[config.mk]
export PLATFORM = sky130hd
export DESIGN_NAME = icache
export DESIGN_NICKNAME = d
export VERILOG_FILES = /design/src/rtl/cpu_types_pkg.sv /design/src/rtl/icache.sv
export SDC_FILE = /design/constraint.sdc
export NUM_CORES = 1
export LEC_CHECK = 0
export ABC_AREA = 0
export CAP_MARGIN = 0
export CORE_ASPECT_RATIO = 0.9
export CORE_MARGIN = 2
export CORE_UTILIZATION = 50
export DETAILED_ROUTE_END_ITERATION = 16
export HOLD_SLACK_MARGIN = 0.03
export PLACE_DENSITY = 0.8
export REMOVE_ABC_BUFFERS = 1
export SLEW_MARGIN = 20
export SYNTH_ARGS = -nofsm -noshare
export SYNTH_HDL_FRONTEND = slang
export SYNTH_SLANG_ARGS = --single-unit
[constraint.sdc]
create_clock -name CLK -period 4.1 [get_ports CLK]
set_input_delay 0.82 -clock CLK [delete_from_list [all_inputs] [get_ports CLK]]
set_output_delay 0.82 -clock CLK [all_outputs]
set_load 0.005 [all_outputs]
[src/rtl/cpu_types_pkg.sv]
// Shared CPU datapath/cache types: word, instruction-address split and cache frame layout.
package cpu_types_pkg;

    typedef logic [31:0] word_t;

    localparam int ITAG_W = 26;
    localparam int IIDX_W = 4;
    localparam int IBYT_W = 2;

    // Frame tag field is sized for the widest possible tag (word address bits),
    // so one frame type serves every SETS configuration; narrower tags are zero-extended.
    localparam int FTAG_W = 30;

    typedef struct packed {
        logic [ITAG_W-1:0] tag;
        logic [IIDX_W-1:0] idx;
        logic [IBYT_W-1:0] bytoff;
    } icachef_t;

    typedef struct packed {
        logic              valid;
        logic [FTAG_W-1:0] tag;
        word_t             data;
    } icache_frame_t;

endpackage

[src/rtl/icache.sv]
// Direct-mapped, one-word-block, read-only instruction cache with a
// single-outstanding refill port and hit/miss counters.
//
// state | meaning
// IDLE  | combinational lookup; a miss latches {tag, idx} and starts a refill
// FETCH | iREN held high on miss_addr until iwait drops, then the frame is written
module icache
    import cpu_types_pkg::*;
#(
    parameter int SETS  = 16,
    parameter int IDX_W = $clog2(SETS),
    parameter int TAG_W = 32 - IDX_W - 2
) (
    input  logic        CLK,
    input  logic        nRST,
    input  logic        imemREN,
    input  logic [31:0] imemaddr,
    output logic        ihit,
    output logic [31:0] imemload,
    output logic        iREN,
    output logic [31:0] iaddr,
    input  logic        iwait,
    input  logic [31:0] iload,
    output logic [31:0] hit_count,
    output logic [31:0] miss_count
);

    typedef enum logic {
        IDLE,
        FETCH
    } state_t;

    state_t state, state_n;

    logic [TAG_W+IDX_W-1:0] miss_addr, miss_addr_n;
    logic [TAG_W-1:0]       req_tag;
    logic [IDX_W-1:0]       req_idx;
    logic [TAG_W-1:0]       fill_tag;
    logic [IDX_W-1:0]       fill_idx;
    logic                   hit;
    logic                   fill_en;
    logic [1:0]             unused_bytoff;

    icache_frame_t frames [SETS];
    icache_frame_t sel;

    assign req_tag       = imemaddr[31:IDX_W+2];
    assign req_idx       = imemaddr[IDX_W+1:2];
    assign unused_bytoff = imemaddr[1:0];
    assign fill_idx      = miss_addr[IDX_W-1:0];
    assign fill_tag      = miss_addr[TAG_W+IDX_W-1:IDX_W];
    assign sel           = frames[req_idx];

    always_ff @(posedge CLK or negedge nRST) begin
        if (!nRST) begin
            state     <= IDLE;
            miss_addr <= '0;
        end else begin
            state     <= state_n;
            miss_addr <= miss_addr_n;
        end
    end

    always_comb begin
        state_n     = state;
        miss_addr_n = miss_addr;
        hit         = 1'b0;
        ihit        = 1'b0;
        imemload    = '0;
        iREN        = 1'b0;
        iaddr       = '0;
        fill_en     = 1'b0;
        case (state)
            IDLE: begin
                hit  = imemREN && sel.valid && (sel.tag == FTAG_W'(req_tag));
                ihit = hit;
                if (hit) begin
                    imemload = sel.data;
                end
                if (imemREN && !hit) begin
                    miss_addr_n = {req_tag, req_idx};
                    state_n     = FETCH;
                end
            end
            FETCH: begin
                iREN  = 1'b1;
                iaddr = {miss_addr, 2'b00};
                if (!iwait) begin
                    fill_en = 1'b1;
                    state_n = IDLE;
                end
            end
            default: state_n = IDLE;
        endcase
    end

    // Only valid bits are reset; tag/data contents are don't-care until valid is set.
    always_ff @(posedge CLK or negedge nRST) begin
        if (!nRST) begin
            for (int i = 0; i < SETS; i++) begin
                frames[i].valid <= 1'b0;
            end
        end else if (fill_en) begin
            frames[fill_idx] <= '{valid: 1'b1, tag: FTAG_W'(fill_tag), data: iload};
        end
    end

    always_ff @(posedge CLK or negedge nRST) begin
        if (!nRST) begin
            hit_count  <= '0;
            miss_count <= '0;
        end else begin
            if (hit) begin
                hit_count <= hit_count + 32'd1;
            end
            if (fill_en) begin
                miss_count <= miss_count + 32'd1;
            end
        end
    end

endmodule

==> flow_metrics.tcl, run 1 <==
set metrics [dict create \
    die_height_um 277 \
    drc_errors 0 \
    multi_input_area_um2 10600 \
    ff_latch_area_um2 30600 \
    cp-end-kind "output pin" \
    avgSynthCellArea_um2 20.9 \
    hold_end "frames[692]" \
    final_area_um2 50100 \
    area_growth_pct 20.9 \
    synthArstFlopShare_pct 10.7 \
    grt_pass1_wl_um 161000 \
    crit_top_cell "buf_6" \
    vias 22600 \
    htree_levels 3 \
    ys_seq_area_share_pct 73.9 \
    cts-root-buf "clkbuf_16" \
    core_um2 82500 \
    syn-cell-area_um2 41500 \
    p_leak_nw 17.0 \
    portBuffers 193 \
    r2r_slack_ns 0.12 \
    fmax_mhz 192 \
    synth_cell_types 78 \
    grt_max_degree 76 \
    final_hold_viol_count 0 \
    clkTransAtPathRegs_ns 0.06 \
    finalCritPeriodShare_pct 127 \
    maxCapViolCount 0 \
    rows 100 \
    hp-start "frames[692]" \
    worst-slew-pin-transition_ns 0.963 \
    timing.rr.start "frames[40]" \
    num-fill-cells 5334 \
    path_cells "buf_16 -> bufbuf_16 -> mux4_2 -> mux2i_2 -> xor2_1 -> nand4_1 -> a2111oi_4 -> buf_4 -> and3_4 -> nand4b_1 -> buf_6 -> buf_8 -> buf_6 -> nor2b_4 -> buf_6 -> buf_6" \
    p_per_area_nw_per_um2 475 \
    wirelength_um 111000 \
    first_pass_iters 5 \
    ys_ff_latch 1039 \
    wl_per_cell_um 31.5 \
    slowest_delay_ns 0.67 \
    drive_above_1_share_pct 30.5 \
    grt_pass1_vias 23500 \
    synthFlopType "edfxtp_1" \
    placed_area_um2 46100 \
    crit_fanout 13 \
    nets 2441 \
    holdPathStages 1 \
    die_w_um 308 \
    r2r_cells 13 \
    critPathRequiredTime_ns 3.28 \
    die_area_um2 85300 \
    track_usage_pct 26.2 \
    report.power.total_mw 23.8 \
    final_util_pct 60.8 \
    finalSetupViolations 33 \
    synth_edf_count 928 \
    syn_inst 1984 \
    status "complete, but fails checks" \
    routabilityCongestion 0.865 \
    worst_slack_ns -1.11 \
    slew_violations 0 \
    avgViaCountPerCell 6.39 \
    ant_nets 0 \
    clock_sinks 1039 \
    cts_tree "yes" \
    numCtsBuffers 100 \
    antenna_found_initial 9 \
    whs_ns 0.460 \
    cp_slowest_cell "a2111oi_4" \
    hold_class "reg2reg" \
    dp_slack_ns -1.40 \
    start_util_pct 50.3 \
    yosys_warnings 0 \
    rsz0062_at_grt "true" \
    drtIter0Drc 2813 \
    clock_latency_ns 0.69 \
    r2r_end "hit_count[1]" \
    crit_arrival_ns 4.39 \
    violations "setup timing" \
    grt_overflow_total 0 \
    criticalPathCategory "in2out" \
    cp-start-kind "input port" \
    clock_skew_ns 0.0467 \
    io_pins 198 \
    clockBufferDepth 3 \
    period_needed_ns 5.21 \
    place_hpwl_um 57300 \
    relSlewSlack_pct 35.8 \
    vdd_drop_max_mv 0.343 \
]
==> layer usage <==
| layer | vias up | track usage [%] | share of wire [%] |
|---|---|---|---|
| met3 | 333 | 5.38 | 9.9 |
| li1 | 8945 | - | - |
| met1 | 11700 | 33.1 | 35 |
| met5 | - | 0 | 0.059 |
| met4 | 10 | 11.6 | 4.8 |
| met2 | 1542 | 44.0 | 51 |
==> where the power goes <==
group          internal (mW)  switching (mW)  leakage [nW]  total [mW]
clock network           5.36            4.15          1.63        9.51
registers               12.1           0.426          9.78        12.5
logic                  0.898           0.890          5.57        1.79
==> critical path: cells and delay by family <==
family	cells	cell delay (ns)
AOI/OAI and AO/OA	1	0.67
and+or+nand+nor	4	0.80
xor gates and xnor gates	1	0.20
buffers and inverters	8	1.30
muxes	2	0.56
==> synthesized netlist by cell type (17+ instances only) <==
master / count / area, um^2
and2_1: 34 / 213
mux4_1: 21 / 552
xor2_1: 50 / 438
dfrtp_1: 111 / 2780
nor4_2: 27 / 338
nand3_1: 38 / 190
mux2_1: 19 / 214
mux2i_1: 42 / 420
nor2_1: 40 / 150
nand2_1: 44 / 165
and3_1: 17 / 106
clkbuf_1: 37 / 139
xnor2_1: 38 / 333
mux4_2: 232 / 5230
mux2_2: 29 / 327
nor2b_1: 42 / 263
edfxtp_1: 928 / 27900
buf_2: 34 / 170
==> cell families (layout without fill, tap and decap cells) <==
kind of cell	count (synthesis)	count (layout)	share of synthesized area, %
AO/OA/AOI/OAI	81	81	1.49
AND/OR/NAND/NOR	317	317	4.81
XOR/XNOR	88	88	1.86
adder cells (fa/ha/maj)	2	2	0.0603
buffers and inverters	112	586	1.57
multiplexers	344	344	16.3
flip-flops	1039	1039	73.9
other	1	5	0.00904
==> state kept, by name (all words and copies together), names as in the netlist <==
register and flops:
frames 944, miss_addr 30, miss_count 32, hit_count 32
state 1
==> metrics by stage <==
step | instances | TNS (ns)
after floorplan | 1880 | -257.37
after global placement | 3309 | -53.12
after detailed placement | 3309 | -60.42
after CTS | 3526 | -18.36
after global routing | 3532 | -34.67
final | 3533 | -33.77
==> repair_timing <==
action / in CTS / in global routing
pin swaps: 13 / 5
cloned: 8 / 0
hold buffers: 1 / 0
setup buffers: 23 / 5
gates resized for setup: 202 / 31
hold endpoints to repair: 1 / 0
setup endpoints to repair: 33 / 35
==> area by class of cell <==
cell class	count	share of cell area, %
Sequential cell	1039	61.1
Multi-Input combinational cell	834	21.1
Timing Repair Buffer	389	8.32
Clock buffer	130	5.32
Tap cell	1071	2.67
Clock inverter	60	1.42
Inverter	7	0.0599
Antenna cell	3	0.0150
==> how the worst max path moves through the flow <==
stage	startpoint	end	slack, ns	cells after the start
floorplan	imemaddr[3]	imemload[0]	-0.44	8
global placement	imemaddr[3]	imemload[0]	-1.30	13
detailed placement	imemaddr[4]	imemload[0]	-1.40	15
CTS	frames[103]	imemload[3]	-0.62	14
global route	frames[40]	imemload[3]	-1.12	14
finish	imemaddr[4]	imemload[3]	-1.11	16
==> cells in the final DEF, fill, tap and decap left out, types with 37 or more instances in the layout <==
| cell type | instances |
|---|---|
| clkdlybuf4s50_1 | 155 |
| edfxtp_1 | 928 |
| mux2i_1 | 38 |
| buf_4 | 124 |
| nand3_1 | 37 |
| xor2_1 | 50 |
| clkbuf_16 | 100 |
| nand2_1 | 44 |
| buf_12 | 45 |
| mux4_2 | 233 |
| xnor2_1 | 37 |
| dfrtp_1 | 110 |
(Power assumes the default switching activity.)
==> run 2, diff against run 1 <==
Settings changed: MAX_ROUTING_LAYER set to met4.
==> run 2 against run 1 <==
The flow still finishes with violations (setup timing). Fmax shrank 0.14%. Worst hold slack gained 0.0014 ns. Worst setup slack lost 0.0071 ns. Cell count grew 0.25%. Combinational power is essentially flat. Sequential share of layout area is essentially flat. Critical path depth shrank 2. Routed wire length shrank 0.18%. Flip-flop and latch count is the same. Clock skew grew 0.0023 ns. Critical path type is now reg2out.
==> flow_metrics.tcl, run 2 (synthesis gave the netlist of run 1 again) <==
set metrics [dict create \
    cts_tree "yes" \
    violations "setup timing" \
    place_hpwl_um 57300 \
    report.power.total_mw 23.8 \
    first_pass_iters 8 \
    die_w_um 308 \
    hold_class "reg2reg" \
    htree_levels 3 \
    cts-root-buf "clkbuf_16" \
    whs_ns 0.462 \
    vdd_drop_max_mv 0.342 \
    status "complete, but fails checks" \
    grt_overflow_total 0 \
    p_leak_nw 17.0 \
    portBuffers 193 \
    reg_top3 "frames: 944 flops, hit_count: 32 flops, miss_count: 32 flops" \
    crit_fanout 3 \
    drc_errors 0 \
    cp_slowest_cell "a2111oi_4" \
    io_pins 198 \
    clock_skew_ns 0.0491 \
    fmax_mhz 192 \
    critPathRequiredTime_ns 3.28 \
    avgViaCountPerCell 6.34 \
    routabilityCongestion 0.879 \
    start_util_pct 50.3 \
    cp-end-kind "output pin" \
    clock_sinks 1039 \
    vias 22500 \
    cp-start-kind "flop" \
    ant_nets 0 \
    placed_area_um2 46100 \
    rsz0062_at_grt "true" \
    grt_max_degree 76 \
    final_hold_viol_count 0 \
    regMostFlops "frames" \
    antenna_found_initial 8 \
    nets 2441 \
    finalCritPeriodShare_pct 127 \
    core_um2 82500 \
    worst-path-buf-inv 6 \
    largest_reg_flops 944 \
    num-fill-cells 5330 \
    numCtsBuffers 100 \
    crit_top_cell "buf_6" \
    die_area_um2 85300 \
    worst-slew-pin-transition_ns 0.958 \
    crit_arrival_ns 4.40 \
    final_common_cell "edfxtp_1" \
    slew_violations 0 \
    clockBufferDepth 3 \
    drtIter0Drc 2716 \
    relSlewSlack_pct 36.2 \
    slowest_delay_ns 0.67 \
    track_usage_pct 27.0 \
    clock_latency_ns 0.69 \
    grt_pass1_vias 23400 \
    wl_per_cell_um 31.3 \
    dp_slack_ns -1.40 \
    layout_common_cells "edfxtp_1 (928), mux4_2 (233), clkdlybuf4s50_1 (155), buf_4 (124), dfrtp_1 (110)" \
    finalSetupViolations 33 \
    cp_top_family "buffers and inverters" \
    grt_pass1_wl_um 161000 \
    setup_tns_ns -33.95 \
    p_per_area_nw_per_um2 474 \
    path_cells "mux4_2 -> mux2i_2 -> xor2_1 -> nand4_1 -> a2111oi_4 -> buf_4 -> and3_4 -> nand4b_1 -> buf_6 -> buf_8 -> buf_6 -> nor2b_4 -> buf_6 -> buf_6" \
    rows 100 \
    drive_above_1_share_pct 30.5 \
    worst_slack_ns -1.12 \
    final_area_um2 50200 \
    die_height_um 277 \
    area_growth_pct 20.9 \
    period_needed_ns 5.22 \
    criticalPathCategory "reg2out" \
    wirelength_um 111000 \
    clkTransAtPathRegs_ns 0.06 \
    maxCapViolCount 0 \
]
==> run 2: cell count changes in the layout (fill, tap and decap cells not counted), sizes merged <==
cell	previous run	this run
diode	3	12
==> run 2: metrics by stage <==
step                util, %  instances
finish                 60.8       3542
CTS                    60.7       3526
detailed placement     55.9       3309
floorplan                 -       1880
global placement       55.9       3309
global route           60.8       3538
==> run 2: metal layers <==
layer	GRT usage [%]	up-vias	part of all wire, %	wire length, um
li1	-	8959	-	-
met1	33.1	11800	35	38400
met2	44.3	1459	51	56900
met3	5.36	302	9.8	10800
met4	11.2	0	4.3	4810
met5	-	-	0	0
==> run 2: timing repair <==
action,CTS,global route
gates cloned,8,0
setup endpoints to repair,33,35
pin swaps,13,5
hold buffers,1,0
setup buffers,23,5
endpoints found under the hold margin,1,0
gates resized for setup,202,31
==> run 2: path summary, 6_finish.rpt <==
kind                             start      endpoint  slack [ns]  depth (start not counted)
setup / recovery            frames[40]   imemload[3]       -1.12                         14
hold / removal             frames[692]   frames[692]        0.46                          1
min in group asynchronous         nRST   frames[125]        0.71                          2
max in group asynchronous         nRST         state        1.57                          4
hold reg to reg            frames[692]   frames[692]        0.46                          1
setup reg to reg            frames[40]  hit_count[1]        0.12                         13
==> run 2: layout make-up <==
cell class	instances	area (um^2)	area share [%]
inverter	7	30.0	0.0599
clock inverter	60	713	1.42
timing repair buffer	389	4170	8.32
tap	1071	1340	2.67
sequential	1039	30600	61.1
clock buffer	130	2670	5.31
multi-input combinational	834	10600	21.0
antenna	12	30.0	0.0599
==> run 2: report_power, final <==
group / total (mW) / switching (mW) / internal, mW
Combinational: 1.79 / 0.890 / 0.898
Clock: 9.51 / 4.15 / 5.36
Sequential: 12.5 / 0.423 / 12.1
Total: 23.8 / 5.46 / 18.3
